## config.mk

```make
export PLATFORM = sky130hd
export DESIGN_NAME = barrel_shift_sequencer_flat
export DESIGN_NICKNAME = d
export VERILOG_FILES = /design/src/rtl/barrel_shift_sequencer_pkg.sv /design/src/rtl/barrel_shift_sequencer_if.sv /design/src/rtl/barrel_shift_sequencer_fifo.sv /design/src/rtl/barrel_shift_sequencer.sv /design/src/flat_wrapper.sv
export SDC_FILE = /design/constraint.sdc
export NUM_CORES = 1
export LEC_CHECK = 0
export CAP_MARGIN = 20
export CORE_MARGIN = 2
export CORE_UTILIZATION = 55
export CTS_CLUSTER_DIAMETER = 200
export DETAILED_ROUTE_END_ITERATION = 16
export PLACE_DENSITY = 0.84
export SLEW_MARGIN = 20
export SYNTH_ARGS = -nofsm -noshare
export SYNTH_HDL_FRONTEND = slang
export SYNTH_SLANG_ARGS = --single-unit
```

## constraint.sdc

```tcl
create_clock -name clk -period 4.6 [get_ports clk]
set_input_delay 1.15 -clock clk [delete_from_list [all_inputs] [get_ports clk]]
set_output_delay 1.15 -clock clk [all_outputs]
set_load 0.02 [all_outputs]
```

## src/rtl/barrel_shift_sequencer_pkg.sv

```systemverilog
// barrel_pkg: shared constants, request record and bit-reversal helper for the
// barrel-shifter request sequencer.
// Optional feature macro: SHIFT_LEFT_EN (adds a per-request direction bit).
package barrel_pkg;

    localparam int DATA_W = 8;  // fixed by the external shifter
    localparam int AMT_W  = 3;  // log2(DATA_W)

    // One queued shift request. The direction bit exists only when left
    // shifts are enabled, so right-only builds store no extra state.
    typedef struct packed {
        logic [DATA_W-1:0] data;
        logic [AMT_W-1:0]  amt;
`ifdef SHIFT_LEFT_EN
        logic              dir;
`endif
    } shift_req_t;

    // Mirror the bit order of an operand (bit 0 <-> bit DATA_W-1).
    function automatic logic [DATA_W-1:0] bitrev(input logic [DATA_W-1:0] v);
        logic [DATA_W-1:0] r;
        for (int i = 0; i < DATA_W; i++) begin
            r[i] = v[DATA_W-1-i];
        end
        return r;
    endfunction

endpackage

```

## src/rtl/barrel_shift_sequencer_if.sv

```systemverilog
// Request (s_*) and result (m_*) valid/ready channels of the sequencer.
// slave = sequencer side, master = requester/consumer side.
interface barrel_shift_sequencer_if ();
    import barrel_pkg::*;

    logic              s_valid;
    logic              s_ready;
    logic [DATA_W-1:0] s_data;
    logic [AMT_W-1:0]  s_amt;
    logic              s_dir;
    logic              m_valid;
    logic              m_ready;
    logic [DATA_W-1:0] m_data;

    modport slave (
        input  s_valid, s_data, s_amt, s_dir, m_ready,
        output s_ready, m_valid, m_data
    );

    modport master (
        output s_valid, s_data, s_amt, s_dir, m_ready,
        input  s_ready, m_valid, m_data
    );

endinterface

```

## src/rtl/barrel_shift_sequencer_fifo.sv

```systemverilog
// shift_req_fifo: synchronous FIFO of shift requests with occupancy count.
// Head entry is visible combinationally; DEPTH must be a power of two >= 2 so
// the pointers wrap naturally.
module shift_req_fifo
    import barrel_pkg::*;
#(
    parameter int DEPTH = 4
) (
    input  logic                   clk,
    input  logic                   rst,
    input  logic                   push_i,
    input  logic                   pop_i,
    input  shift_req_t             wdata_i,
    output logic                   full_o,
    output logic                   empty_o,
    output logic [$clog2(DEPTH):0] level_o,
    output shift_req_t             head_o
);

    localparam int PTR_W = $clog2(DEPTH);
    localparam int LVL_W = PTR_W + 1;

    shift_req_t       mem_q [DEPTH];
    logic [PTR_W-1:0] wr_ptr_q, wr_ptr_d;
    logic [PTR_W-1:0] rd_ptr_q, rd_ptr_d;
    logic [LVL_W-1:0] level_q, level_d;
    logic             do_push, do_pop;

    assign full_o  = (level_q == LVL_W'(DEPTH));
    assign empty_o = (level_q == '0);
    assign level_o = level_q;
    assign head_o  = mem_q[rd_ptr_q];

    // Full refuses pushes even when a pop happens in the same cycle.
    assign do_push = push_i && !full_o;
    assign do_pop  = pop_i && !empty_o;

    // Next-state for pointers and occupancy.
    always_comb begin
        // NOTE: every signal gets a default first so no path leaves it unassigned (no latch).
        wr_ptr_d = wr_ptr_q;
        rd_ptr_d = rd_ptr_q;
        level_d  = level_q;
        if (do_push) wr_ptr_d = wr_ptr_q + PTR_W'(1);
        if (do_pop)  rd_ptr_d = rd_ptr_q + PTR_W'(1);
        case ({do_push, do_pop})
            2'b10:   level_d = level_q + LVL_W'(1);
            2'b01:   level_d = level_q - LVL_W'(1);
            default: level_d = level_q;
        endcase
    end

    // Pointer and occupancy registers; reset empties the queue.
    always_ff @(posedge clk or posedge rst) begin
        if (rst) begin
            // NOTE: non-blocking assignments so every register samples pre-edge values.
            wr_ptr_q <= '0;
            rd_ptr_q <= '0;
            level_q  <= '0;
        end else begin
            wr_ptr_q <= wr_ptr_d;
            rd_ptr_q <= rd_ptr_d;
            level_q  <= level_d;
        end
    end

    // Entry storage write port.
    // NOTE: storage is deliberately not reset; the pointers and level alone say which entries are valid.
    always_ff @(posedge clk) begin
        if (do_push) mem_q[wr_ptr_q] <= wdata_i;
    end

endmodule

```

## src/rtl/barrel_shift_sequencer.sv

```systemverilog
// barrel_shift_sequencer: queues shift requests, drives the external
// combinational right shifter from the queue head and registers its result
// behind a valid/ready output stage.
// Optional feature macro: SHIFT_LEFT_EN (per-request left shift via bit reversal
// around the right shifter).
module barrel_shift_sequencer
    import barrel_pkg::*;
#(
    parameter int DEPTH = 4
) (
    input  logic                     clk,
    input  logic                     rst,
    barrel_shift_sequencer_if.slave  bus,
    output logic [DATA_W-1:0]        shf_in,
    output logic [AMT_W-1:0]         shf_ctrl,
    input  logic [DATA_W-1:0]        shf_out,
    output logic [$clog2(DEPTH):0]   level
);

    shift_req_t        wr_req;
    shift_req_t        head;
    logic              full, empty, push, pop;
    logic [DATA_W-1:0] result;
    logic              m_valid_q, m_valid_d;
    logic [DATA_W-1:0] m_data_q, m_data_d;

    // Pack the incoming request; direction is kept only when left shifts exist.
    always_comb begin
        wr_req      = '0;
        wr_req.data = bus.s_data;
        wr_req.amt  = bus.s_amt;
`ifdef SHIFT_LEFT_EN
        wr_req.dir  = bus.s_dir;
`endif
    end

    // Ready is held low for the whole reset, not just the edge after it.
    assign bus.s_ready = !full && !rst;
    assign push        = bus.s_valid && bus.s_ready;
    // Advance the head whenever the result register is free or being drained.
    assign pop         = !empty && (!m_valid_q || bus.m_ready);

    shift_req_fifo #(
        .DEPTH (DEPTH)
    ) u_fifo (
        .clk     (clk),
        .rst     (rst),
        .push_i  (push),
        .pop_i   (pop),
        .wdata_i (wr_req),
        .full_o  (full),
        .empty_o (empty),
        .level_o (level),
        .head_o  (head)
    );

    // Shifter hook-up: drive from the head (zero when empty) and undo any input reversal.
    always_comb begin
        shf_in   = '0;
        shf_ctrl = '0;
        result   = shf_out;
        if (!empty) begin
`ifdef SHIFT_LEFT_EN
            shf_in = head.dir ? bitrev(head.data) : head.data;
            result = head.dir ? bitrev(shf_out) : shf_out;
`else
            shf_in = head.data;
`endif
            shf_ctrl = head.amt;
        end
    end

    // Result register next-state: capture on pop, clear on drain, otherwise hold.
    always_comb begin
        m_valid_d = m_valid_q;
        m_data_d  = m_data_q;
        if (pop) begin
            m_valid_d = 1'b1;
            m_data_d  = result;
        end else if (bus.m_ready) begin
            m_valid_d = 1'b0;
        end
    end

    // Result register; reset discards any held result.
    always_ff @(posedge clk or posedge rst) begin
        if (rst) begin
            m_valid_q <= 1'b0;
            m_data_q  <= '0;
        end else begin
            m_valid_q <= m_valid_d;
            m_data_q  <= m_data_d;
        end
    end

    assign bus.m_valid = m_valid_q;
    assign bus.m_data  = m_data_q;

endmodule
```

## src/flat_wrapper.sv

```systemverilog
// flat-port wrapper written by rule: the top's interface ports become plain ports
module barrel_shift_sequencer_flat import barrel_pkg::*;
#(
    parameter int DEPTH = 4
)
  (clk, rst, shf_in, shf_ctrl, shf_out, level, bus_s_valid, bus_s_data, bus_s_amt, bus_s_dir, bus_m_ready, bus_s_ready, bus_m_valid, bus_m_data);
  barrel_shift_sequencer_if bus_i ();
  input  logic clk;
  input  logic rst;
  output logic [DATA_W-1:0] shf_in;
  output logic [AMT_W-1:0] shf_ctrl;
  input  logic [DATA_W-1:0] shf_out;
  output logic [$clog2(DEPTH):0] level;
  input wire logic [$bits(bus_i.s_valid)-1:0] bus_s_valid;
  input wire logic [$bits(bus_i.s_data)-1:0] bus_s_data;
  input wire logic [$bits(bus_i.s_amt)-1:0] bus_s_amt;
  input wire logic [$bits(bus_i.s_dir)-1:0] bus_s_dir;
  input wire logic [$bits(bus_i.m_ready)-1:0] bus_m_ready;
  output wire logic [$bits(bus_i.s_ready)-1:0] bus_s_ready;
  output wire logic [$bits(bus_i.m_valid)-1:0] bus_m_valid;
  output wire logic [$bits(bus_i.m_data)-1:0] bus_m_data;
  assign bus_i.s_valid = bus_s_valid;
  assign bus_i.s_data = bus_s_data;
  assign bus_i.s_amt = bus_s_amt;
  assign bus_i.s_dir = bus_s_dir;
  assign bus_i.m_ready = bus_m_ready;
  assign bus_s_ready = bus_i.s_ready;
  assign bus_m_valid = bus_i.m_valid;
  assign bus_m_data = bus_i.m_data;
  barrel_shift_sequencer #(.DEPTH(DEPTH)) u_core (.clk(clk), .rst(rst), .bus(bus_i), .shf_in(shf_in), .shf_ctrl(shf_ctrl), .shf_out(shf_out), .level(level));
endmodule
```

======== Word level (Yosys, flattened, before mapping) ========
Memory sizes are Yosys's and may differ from the RTL's.
Cells that the tools add are included.
storage, ports and cells
  register bits ........................... 16
  bits in latches ......................... 0
  bits in writable memories ............... 44
  memory bits (read-only) ................. 0
  output and inout port bits .............. 24
  memories ................................ 1
memory list
  memory               words  bits a word  read ports  clocked after memory_dff  write ports  line                               text
  u_core.u_fifo.mem_q  4      11           1           0                         1            barrel_shift_sequencer_fifo.sv:23  shift_req_t mem_q [DEPTH];
cells by class
  add/subtract/negate cells ............... 4
  multiply operators ...................... 0
  div/mod/pow operators ................... 0
  order comparisons ....................... 0
  equality and inequality tests ........... 3
  shift operators ......................... 0
  multiplexer cells ....................... 7
  bitwise gates (word level) .............. 0
  reduce and logical (&&, ||, !) cells .... 13
operator list
  operator                                                                count
  8-bit 2-to-1 mux                                                        1
  3-bit one-hot mux with 2 select lines                                   1
  1-bit logical AND                                                       5
  2-bit by 1-bit adder with 2-bit output (second input constant)          2
  1-bit zero test                                                         4
  1-bit 2-to-1 mux                                                        4
  2-bit nonzero test                                                      2
  3-bit by 1-bit adder with 3-bit output (second input constant)          1
  3-bit equality test (second input constant)                             1
  3-bit zero test                                                         1
  3-bit 2-to-1 mux                                                        1
  3-bit by 1-bit subtractor with 3-bit output (second input constant)     1
  2-bit by 1-bit equality test with 1-bit output (second input constant)  1
  2-bit equality test (second input constant)                             1
  1-bit logical OR                                                        1

======== Depth between registers and ports, before layout ========
Gate-level depths: netlist of run 1.
  depth in word-level cells ............... 7
  gate-level depth with buffers ........... 9
  gate-level depth less buffers ........... 9

======== Cells and area by module ========
From an unflattened synthesis of run 1, not the netlist that was laid out.
unflattened totals
  cells, all modules ...................... 131
  area, all modules ....................... 2466.1 sq um
modules (own cells, without submodules)
  module                  times used  cells an instance  area each (sq um)  seq. area each (sq um)
  shift_req_fifo          1           95                 2035.7             1496.4
  barrel_shift_sequencer  1           36                 430.4              225.2

======== Least setup slack after synthesis of run 1 ========
No wires, ideal clock.
  path kind ............................... in2out
  start ................................... input port rst
  end ..................................... output port bus_s_ready
  arrival time ............................ 1490 ps
  path slack .............................. 1960 ps
  cell stages on the path ................. 1
  buffers on the path ..................... 0
  path through ............................ a21oi_1
between the ends
  word-level cells in the longest chain between the ends .. 2
RTL lines
  what               line                          text
  from (decl)        flat_wrapper.sv:9             input logic rst;
  1-bit zero test    barrel_shift_sequencer.sv:38  assign bus.s_ready = !full && !rst;
  1-bit logical AND  barrel_shift_sequencer.sv:38
  to (decl)          flat_wrapper.sv:19            output wire logic [$bits(bus_i.s_ready)-1:0] bus_s_ready;
No other way between the ends.

======== Final worst setup path of run 1 ========
  start ................................... register u_core.u_fifo.rd_ptr_q[0]
  end ..................................... output port shf_in[6]
between the ends
  word-level cells in the longest chain between the ends .. 2
RTL lines
  what                    line                               text
  from (decl)             barrel_shift_sequencer_fifo.sv:25  logic [PTR_W-1:0] rd_ptr_q, rd_ptr_d;
  from (signal assigned)  barrel_shift_sequencer_fifo.sv:62  rd_ptr_q <= rd_ptr_d;
  memory 4 x 11 bit       n/a
  8-bit 2-to-1 mux        barrel_shift_sequencer.sv:62       if (!empty) begin
  to (decl)               flat_wrapper.sv:10                 output logic [DATA_W-1:0] shf_in;
No other way between the ends.

==> results of run 1 <==
-- layer usage --
| metal | wire length [um] | vias up |
|---|---|---|
| li1 | - | 584 |
| met4 | 63 | 0 |
| met3 | 197 | 6 |
| met5 | 0 | - |
| met1 | 1704 | 667 |
| met2 | 2421 | 36 |
-- power breakdown --
part	internal [mW]	switching [mW]
Combinational	0.442	0.359
Clock	0.193	0.183
Sequential	0.692	0.113
Total	1.33	0.655
-- kinds of logic after synthesis --
group / synth area share
XOR/XNOR: 0.02114
buffers and inverters: 0.02366
multiplexers: 0.1610
AND/OR/NAND/NOR: 0.06291
flip-flops: 0.6925
AO/OA/AOI/OAI: 0.005535
adder cells (fa/ha/maj): 0.03322
-- worst max-delay path: stages, from the launching register on --
cell and delay [ns]:
dfrtp_1 0.82, mux4_1 0.63, nor2b_1 0.15, clkdlybuf4s50_1 0.56
-- worst min path at each step --
| stage | start | endpoint | cells after the start |
|---|---|---|---|
| floorplan | u_core.u_fifo.wr_ptr_q[1]$_DFFE_PP0P_ | u_core.u_fifo.wr_ptr_q[1]$_DFFE_PP0P_ | 1 |
| global placement | u_core.bus.m_data[6]$_DFFE_PP0P_ | u_core.bus.m_data[6]$_DFFE_PP0P_ | 1 |
| detailed placement | u_core.bus.m_data[3]$_DFFE_PP0P_ | u_core.bus.m_data[3]$_DFFE_PP0P_ | 1 |
| CTS | u_core.bus.m_data[6]$_DFFE_PP0P_ | u_core.bus.m_data[6]$_DFFE_PP0P_ | 1 |
| global route | u_core.bus.m_data[6]$_DFFE_PP0P_ | u_core.bus.m_data[6]$_DFFE_PP0P_ | 1 |
| finish | u_core.bus.m_data[6]$_DFFE_PP0P_ | u_core.bus.m_data[6]$_DFFE_PP0P_ | 1 |
-- synthesized netlist by cell type --
master / count / area (sq um)
ha_1: 5 / 62.56
fa_1: 1 / 20.02
dfrtp_1: 16 / 400.4
nor3_4: 1 / 16.27
edfxtp_1: 44 / 1321
a21oi_2: 1 / 8.760
nor2b_4: 1 / 13.76
nand2b_1: 2 / 12.51
a21oi_1: 1 / 5.000
nor2b_1: 11 / 68.82
and2_1: 4 / 25.02
mux2_4: 8 / 120.1
mux4_1: 3 / 78.83
mux2_1: 1 / 11.26
buf_2: 2 / 10.01
buf_6: 2 / 22.52
xnor2_1: 2 / 17.52
nor2_1: 2 / 7.510
mux2i_1: 1 / 10.01
mux4_2: 8 / 180.2
xor2_1: 4 / 35.03
nand2_1: 1 / 3.750
and3b_1: 1 / 8.760
inv_1: 7 / 26.28
-- placed cells by master (no fill, tap or decap) --
master            n
xor2_1            4
mux2i_1           1
nor3_4            1
a21oi_2           1
mux2_1            1
nor2b_4           1
clkbuf_8          9
a21oi_1           1
clkinv_1          1
clkdlybuf4s50_1  46
edfxtp_1         44
clkbuf_1          4
and2_1            4
nor2_1            2
dfrtp_1          16
fa_1              1
and3b_1           1
nand2_1           1
nand2b_1          2
clkinv_2          2
buf_4             1
ha_1              5
mux4_1            3
mux4_2            8
nor2b_1          11
inv_1             7
mux2_4            8
xnor2_1           2
-- flip-flops by register name, indices dropped and copies added, names as in the netlist --
register and count:
u_core.bus.m_data 8, u_core.bus.m_valid 1, u_core.u_fifo.level_o 3, u_core.u_fifo.mem_q 44, u_core.u_fifo.rd_ptr_q 2, u_core.u_fifo.wr_ptr_q 2
-- layout make-up --
cell class              count  area (sq um)
flip-flops and latches     60          1722
well taps                  52         65.06
inverters                   7         26.28
clock inverters             3         13.76
fillers                   266          1215
repair buffers             47         467.9
clock buffers              13         138.9
multi-input cells          58         705.7
-- stage by stage --
step                power [mW]  instances  hold WS [ns]  area, sq um
floorplan                1.305        129        0.5116         2486
detailed placement       1.631        224        0.4999         2987
global route             2.088        240        0.5250         3139
finish                   1.981        240        0.5180         3139
global placement         1.592        224        0.4884         2987
CTS                      2.004        240        0.5173         3139
==> results.md, run 1 <==
- Run status: complete, no violations
- Core Area: 4354 sq um
- Peak supply drop: 0.4107 mV
- Port Buf Inserts: between 40 and 50
- Crit path launch: u_core.u_fifo.rd_ptr_q[0]$_DFFE_PP0P_
- Worst Path Max Fanout: 13
- Fin Setup TNS: 0 ns
- Postcts setup bufs: 0
- # IOs: between 40 and 50
- First-pass DRT Iterations: 4
- Slew at the pin closest to its max-slew limit: 0.7338 ns
- Slew headroom: 0.5108
- CTS Hold Bufs: 0
- RSZ-0062 raised after global routing: no
- Total GRT Usage: 0.1902
- Critical path arrival: 2.48 ns
- Ant. Diodes: 0
- Period Utilization, post-route: 0.7889
- Grt met3 use: 0.07173
- Initial Util: 0.5710
- Setup violators final: 0
- Flop2flop setup slack: 2.42 ns
- R2R Path Start: u_core.u_fifo.level_o[0]$_DFFE_PP0P_
- Fmax: between 200 and 300 MHz
- Layout cells sized above 1: 0.1649
- #FFs+latches synth: 60
- DIE AREA: 5074 sq um
- Sequential element share of the synthesized area: 0.6925
- GRT overflow: 0
- Die Span Y: 71.23 um
- Area Overhead vs Synth: 26.27%
- Pleak: between 1 and 1.5 nW
- Row cnt: 24
- Setup crit end: shf_in[6]
- Required time of the critical path: ~3.5 ns
- Number of global-route vias before repair: between 1,000 and 1,500
- Place WS: 1.101 ns
- Average size of a mapped cell: 19.27 sq um
- Worst-Skew Late Latency: 0.31 ns
- Clock-pin slew on the worst setup and hold paths: approximately 0.07 ns
- Final worst slack: 0.9712 ns
- Synth warnings: 0
- Global-route wire length before repair: 6955 um
- Mapped Area: around 2500 sq um
- Avg Vias per Cell: 5.388
- Gp weighted congestion: 0.7353
- Hold Fails Final Rpt: 0
- Routed wire per std cell: between 15 and 20 um
- Syn nets: 159
- Max-cap violation count: 0
- Fin crit period: about 3.6 ns
- Nets: 213
- Final core utilization: 0.7210
- Busiest layer in global routing: met2
- Die X: 71.23 um
- Initial antenna violation count: 0
- # clock sinks: 60
- Post-DP HPWL: 3087 um
- Power per cell area: 631.0 nW/um^2
- M2 GR Usage: 0.3117
- Crit. End Element: primary output
- WL final: 4386 um
- Largest net degree at the start of global routing: 17
- Global-route met1 utilization: 0.2374
- Root Buffer: clkbuf_8
- Antenna-violating nets left: 0
- Worst Clk Skew: 0.009886 ns
- Synth Instances: 129
- Worst setup SP type: register
- # H-tree levels: 3
- R2R cell count: 8
- Vias after detailed routing: about 1,300
- DRC: 0
- Crit path kind: reg -> out
- CTS resizes: 0
- Final slew viol count: 0
- RR Endpoint: u_core.u_fifo.level_o[2]$_DFFE_PP0P_
- CTS buffer count: 9
- Unique cell type count in the Yosys netlist: 24
- First DRT Iteration DRCs: 73
- CTS tree: yes
- Hold Path Class: reg -> reg
- Clock buffer depth: 2
(Power assumes the default switching activity.)
==> run 2, diff against run 1 <==
--- a/config.mk
+++ b/config.mk
@@ -7,10 +7,10 @@
 export LEC_CHECK = 0
 export CAP_MARGIN = 20
 export CORE_MARGIN = 2
-export CORE_UTILIZATION = 55
+export CORE_UTILIZATION = 46
 export CTS_CLUSTER_DIAMETER = 200
 export DETAILED_ROUTE_END_ITERATION = 16
-export PLACE_DENSITY = 0.84
+export PLACE_DENSITY = 0.75
 export SLEW_MARGIN = 20
 export SYNTH_ARGS = -nofsm -noshare
 export SYNTH_HDL_FRONTEND = slang
==> constraint.sdc (replaced) <==
create_clock -name clk -period 3.3 [get_ports clk]
set_input_delay 0.825 -clock clk [delete_from_list [all_inputs] [get_ports clk]]
set_output_delay 0.825 -clock clk [all_outputs]
set_load 0.02 [all_outputs]
==> results.md, run 2 (synthesis results as in run 1) <==
- # IOs: 48
- Clock-pin slew on the worst setup and hold paths: around 0.060 ns
- Worst setup SP type: register
- CTS tree: yes
- Fin crit period: a little over 3 ns
- Global-route wire length before repair: 6837 um
- Hold Fails Final Rpt: 0
- Setup violators final: 0
- Psw: approximately 0.93 mW
- WL final: between 4000 and 5000 um
- Max-cap violation count: 0
- Final core utilization: 0.6205
- Commonest cells after routing, fill and taps aside: clkdlybuf4s50_1 (46), edfxtp_1 (44), dfrtp_1 (15), nor2b_1 (11), clkbuf_8 (10)
- Required time of the critical path: about 2.5 ns
- Row cnt: 26
- Antenna-violating nets left: 0
- Area Overhead vs Synth: 29.09%
- Initial Util: 0.4806
- Pleak: 1.206 nW
- First DRT Iteration DRCs: 69
- GRT overflow: 0
- Crit path kind: reg -> out
- Fin Setup TNS: 0 ns
- DIE AREA: 6009 sq um
- Root Buffer: clkbuf_8
- Layout cells sized above 1: 0.1958
- Number of global-route vias before repair: 1,393
- Final slew viol count: 0
- Clock buffer depth: 2
- Comb power frac: 0.398
- Nets: 214
- Most common cell after layout, fill and taps aside: clkdlybuf4s50_1
- Ant. Diodes: 0
- Crit. End Element: primary output
- Fill count: 366
- Fmax: 323.9 MHz
- Cell internal pwr: 1.952 mW
- Routed wire per std cell: approximately 16 um
- Clock Power Share: 0.217
- Largest net degree at the start of global routing: 17
- Post-DP HPWL: 2939 um
- Run status: complete, no violations
- # clock sinks: 60
- CTS buffer count: 9
- Switching share of power: 0.3222
- Avg Vias per Cell: around 5.0
- Worst Clk Skew: 0.006049 ns
- Core Area: 5172 sq um
- CTS Hold Bufs: 0
- Total GRT Usage: 0.1559
- RSZ-0062 raised after global routing: no
- Die X: 77.52 um
- Slew at the pin closest to its max-slew limit: 0.6557 ns
- Critical path arrival: 2.26 ns
- Worst Path Max Fanout: 8
- Worst-Skew Late Latency: between 0.3 and 0.4 ns
- Largest register FFs: 44
- Flop pwr share: 0.384
- DRC: 0
- Slew headroom: 0.5614
- # H-tree levels: 3
- Port Buf Inserts: 46
- Gp weighted congestion: ~0.74
- Pwr Total: approximately 2.9 mW
- First-pass DRT Iterations: 4
- Hold Path Class: reg -> reg
- Postcts setup bufs: 0
- Peak supply drop: 0.4668 mV
- Vias after detailed routing: 1,287
- Die Span Y: just under 80 um
- Power per cell area: 897.2 nW/um^2
- Period Utilization, post-route: 0.9356
- Largest Register: u_core.u_fifo.mem_q
- Initial antenna violation count: 0
## run 2: cell count changes in the layout (fill, tap and decap cells not counted), sizes merged
| cell | change |
|---|---|
| clkinv | +2 |
| bufinv | +1 |
| buf | +1 |
| clkbuf | -3 |
## run 2: worst max-delay path, stage by stage, from the launching register on
cell             delay, ns
dfrtp_2               0.49
buf_4                 0.23
mux4_2                0.51
nor2b_1               0.14
clkdlybuf4s50_1       0.56
## run 2: timing repair
action / 4_1_cts / 5_1_grt
resized for setup: 0 / 1
hold endpoints to repair: 0 / 0
setup endpoints to repair: 0 / 6
## run 2: power groups by stage
stage               sequential (mW)  clock (mW)  combinational, mW
global placement               1.11           0               1.13
floorplan                      1.14           0              0.680
CTS                            1.11       0.640               1.17
global route                   1.13       0.676               1.23
detailed placement             1.12           0               1.17
finish                         1.11       0.626               1.15
## run 2: final timing paths
kind | slack [ns] | cells past startpoint | end | start
min in group asynchronous | 0.93 | 2 | u_core.bus.m_data[6]$_DFFE_PP0P_ | rst
worst min-delay path | 0.52 | 1 | u_core.bus.m_data[4]$_DFFE_PP0P_ | u_core.bus.m_data[4]$_DFFE_PP0P_
worst max register to register | 1.09 | 8 | u_core.u_fifo.level_o[2]$_DFFE_PP0P_ | u_core.u_fifo.level_o[0]$_DFFE_PP0P_
max in group asynchronous | 1.94 | 2 | u_core.u_fifo.rd_ptr_q[0]$_DFFE_PP0P_ | rst
worst max-delay path | 0.21 | 4 | shf_in[3] | u_core.u_fifo.rd_ptr_q[0]$_DFFE_PP0P_
worst min register to register | 0.52 | 1 | u_core.bus.m_data[4]$_DFFE_PP0P_ | u_core.bus.m_data[4]$_DFFE_PP0P_
## run 2: layout make-up
type / count / area, sq um / area share
inverter: 7 / 26.28 / 0.008187
timing repair buffer: 48 / 475.5 / 0.1481
sequential: 60 / 1723 / 0.5368
tap: 70 / 87.58 / 0.02729
multi-input combinational: 58 / 705.7 / 0.2199
clock inverter: 6 / 53.80 / 0.01676
clock buffer: 10 / 137.6 / 0.04288
## run 2: layer usage
layer,track usage,up-vias,part of all wire
li1,-,591,-
met2,0.2609,28,0.54
met4,0.08750,0,0.021
met5,0,-,0
met3,0.03605,10,0.030
met1,0.1862,658,0.41
## run 2: per-stage QoR
step	std cells	hold slack (ns)	area, sq um	worst slack, ns
final	259	0.5183	3209	0.2124
after global routing	259	0.5367	3209	0.09331
after CTS	259	0.5215	3208	0.05216
after detailed placement	243	0.5010	3017	0.4113
after global placement	243	0.4993	3017	0.4423
after floorplan	129	0.5116	2486	0.9881
==> run 3, diff against run 2 <==
--- a/config.mk
+++ b/config.mk
@@ -5,11 +5,11 @@
 export SDC_FILE = /design/constraint.sdc
 export NUM_CORES = 1
 export LEC_CHECK = 0
-export CAP_MARGIN = 20
 export CORE_MARGIN = 2
 export CORE_UTILIZATION = 46
 export CTS_CLUSTER_DIAMETER = 200
 export DETAILED_ROUTE_END_ITERATION = 16
+export GPL_TIMING_DRIVEN = 0
 export PLACE_DENSITY = 0.75
 export SLEW_MARGIN = 20
 export SYNTH_ARGS = -nofsm -noshare
==> results.md, run 3 (synthesis results as in run 1) <==
- Run status: complete, no violations
- Area Overhead vs Synth: 28.99%
- Antenna-violating nets left: 0
- DIE AREA: 6009 sq um
- Worst Clk Skew: between 0.004 and 0.005 ns
- Final slew viol count: 0
- Postcts setup bufs: 0
- Row cnt: 26
- Flop pwr share: 0.374
- WHS Endpoint: u_core.bus.m_data[4]$_DFFE_PP0P_
- Crit path kind: reg -> out
- GRT overflow: 0
- CTS buffer count: 9
- Clock Power Share: 0.198
- DRC: 0
- Required time of the critical path: between 2 and 2.5 ns
- Largest register FFs: between 40 and 50
- Area of the multi-input gates: 705.7 sq um
- Largest Register: u_core.u_fifo.mem_q
- # clock sinks: 60
- Vias after detailed routing: around 1,300
- Comb power frac: 0.427
- First DRT Iteration DRCs: 109
- Slew headroom: 0.5819
- Psw: 0.9368 mW
- CP Buf/Inv Count: 2
- Layout cells sized above 1: 0.1885
- Port Buf Inserts: 46
- Initial antenna violation count: 0
- Cell family with most CP delay: buffers and inverters
- R2R cell count: 9
- Initial Util: 0.4806
- Final worst slack: 0.2821 ns
- Power per cell area: 889.7 nW/um^2
- Place WS: 0.2878 ns
- # IOs: 48
- Switching share of power: 0.3283
- Worst-Skew Late Latency: 0.32 ns
- Root Buffer: clkbuf_8
- RR Endpoint: u_core.u_fifo.level_o[2]$_DFFE_PP0P_
- Commonest cells after routing, fill and taps aside: clkdlybuf4s50_1 (46), edfxtp_1 (44), dfrtp_1 (16), nor2b_1 (11), clkbuf_8 (11)
- Max stage delay on crit path: 0.57 ns
- Largest net degree at the start of global routing: 17
- Worst Path Max Fanout: 10
- Fin crit period: between 3 and 4 ns
- Hold path startpoint: u_core.bus.m_data[4]$_DFFE_PP0P_
- RSZ-0062 raised after global routing: no
- Pleak: 1.206 nW
- Slew at the pin closest to its max-slew limit: 0.6265 ns
- Flop2flop setup slack: 1.17 ns
- Number of global-route vias before repair: 1,491
- Global-route wire length before repair: around 7300 um
- Sequential cell area: 1722 sq um
- Gp weighted congestion: around 0.73
- Worst setup SP type: register
- Most common cell after layout, fill and taps aside: clkdlybuf4s50_1
- Fin Setup TNS: 0 ns
- Peak supply drop: roughly 0.44 mV
- Post-DP HPWL: 3072 um
- Area after DPL: 3034 sq um
- Hold Fails Final Rpt: 0
- Setup violators final: 0
- Clock-pin slew on the worst setup and hold paths: around 0.06 ns
- CTS resizes: 0
- Crit path launch: u_core.u_fifo.rd_ptr_q[0]$_DFFE_PP0P_
- WL final: 4430 um
- Core Area: 5172 sq um
- Nets: approximately 220
- Max-cap violation count: 0
- R2R Path Start: u_core.u_fifo.level_o[2]$_DFFE_PP0P_
- CTS tree: yes
- Avg Vias per Cell: roughly 5
- Post-route cell area: 3207 sq um
- Fmax: 331.4 MHz
- Fill count: between 300 and 400
- Pwr Total: 2.853 mW
- Total GRT Usage: 0.1655
- Clock buffer depth: 2
- Ant. Diodes: 0
- Die X: 77.52 um
- Routed wire per std cell: roughly 17 um
- First-pass DRT Iterations: 4
- # H-tree levels: 3
- Hold Path Class: reg -> reg
- Critical path arrival: 2.19 ns
- CTS Hold Bufs: 0
- Cell internal pwr: between 1.5 and 2 mW
- Crit. End Element: primary output
- Period Utilization, post-route: 0.9145
- Critical Path Slowest Stage Cell: clkdlybuf4s50_1
- Die Span Y: 77.52 um
- Hold path depth: 1
- Crit path cell chain: buf_6, mux4_2, nor2b_1, clkdlybuf4s50_1
run 3: cell type report:
type | instances | area share
well taps | 70 | 0.02731
flip-flops and latches | 60 | 0.5369
clock inverters | 2 | 0.003121
plain buffers | 4 | 0.01014
inverters | 7 | 0.008194
multi-input cells | 58 | 0.2201
clock buffers | 14 | 0.05072
repair buffers | 46 | 0.1436
run 3: how the worst max path moves through the flow:
stage               slack, ns  cells after the start                                    to
floorplan                0.99                      9  u_core.u_fifo.level_o[2]$_DFFE_PP0P_
global route             0.19                      4                             shf_in[1]
CTS                      0.26                      4                             shf_in[1]
detailed placement       0.29                     10  u_core.u_fifo.level_o[2]$_DFFE_PP0P_
global placement         0.45                     10  u_core.u_fifo.level_o[2]$_DFFE_PP0P_
finish                   0.28                      4                             shf_in[1]
run 3: metrics by stage:
step / cells / hold slack [ns] / utilization
CTS: 261 / 0.5173 / 0.6200
finish: 261 / 0.5140 / 0.6200
global placement: 245 / 0.5006 / 0.5866
floorplan: 129 / 0.5116 / -
global route: 261 / 0.5364 / 0.6200
detailed placement: 245 / 0.4990 / 0.5866
run 3: per-layer routing:
layer  routed length [um]  vias to the layer above  track usage
met3                  124                        9      0.03372
met5                    0                        -            0
met2                 2380                       28       0.2774
li1                     -                      592            -
met1                 1822                      642       0.2011
met4                  103                        0      0.09107
run 3: worst register-to-register path: stages, from the launching register on:
cell and delay, ns:
dfrtp_1 0.49, nor3_4 0.08, nor2b_1 0.17, buf_6 0.20, ha_1 0.20, inv_1 0.06
fa_1 0.38, xor2_1 0.15, nor2_1 0.13, xor2_1 0.18
run 3: power groups by stage:
stage / clock, mW / combinational (mW) / sequential, mW
5_1_grt: 0.614 / 1.31 / 1.09
6_report: 0.566 / 1.22 / 1.07
4_1_cts: 0.578 / 1.24 / 1.07
2_1_floorplan: 0 / 0.680 / 1.14
3_3_place_gp: 0 / 1.19 / 1.07
3_5_place_dp: 0 / 1.23 / 1.08
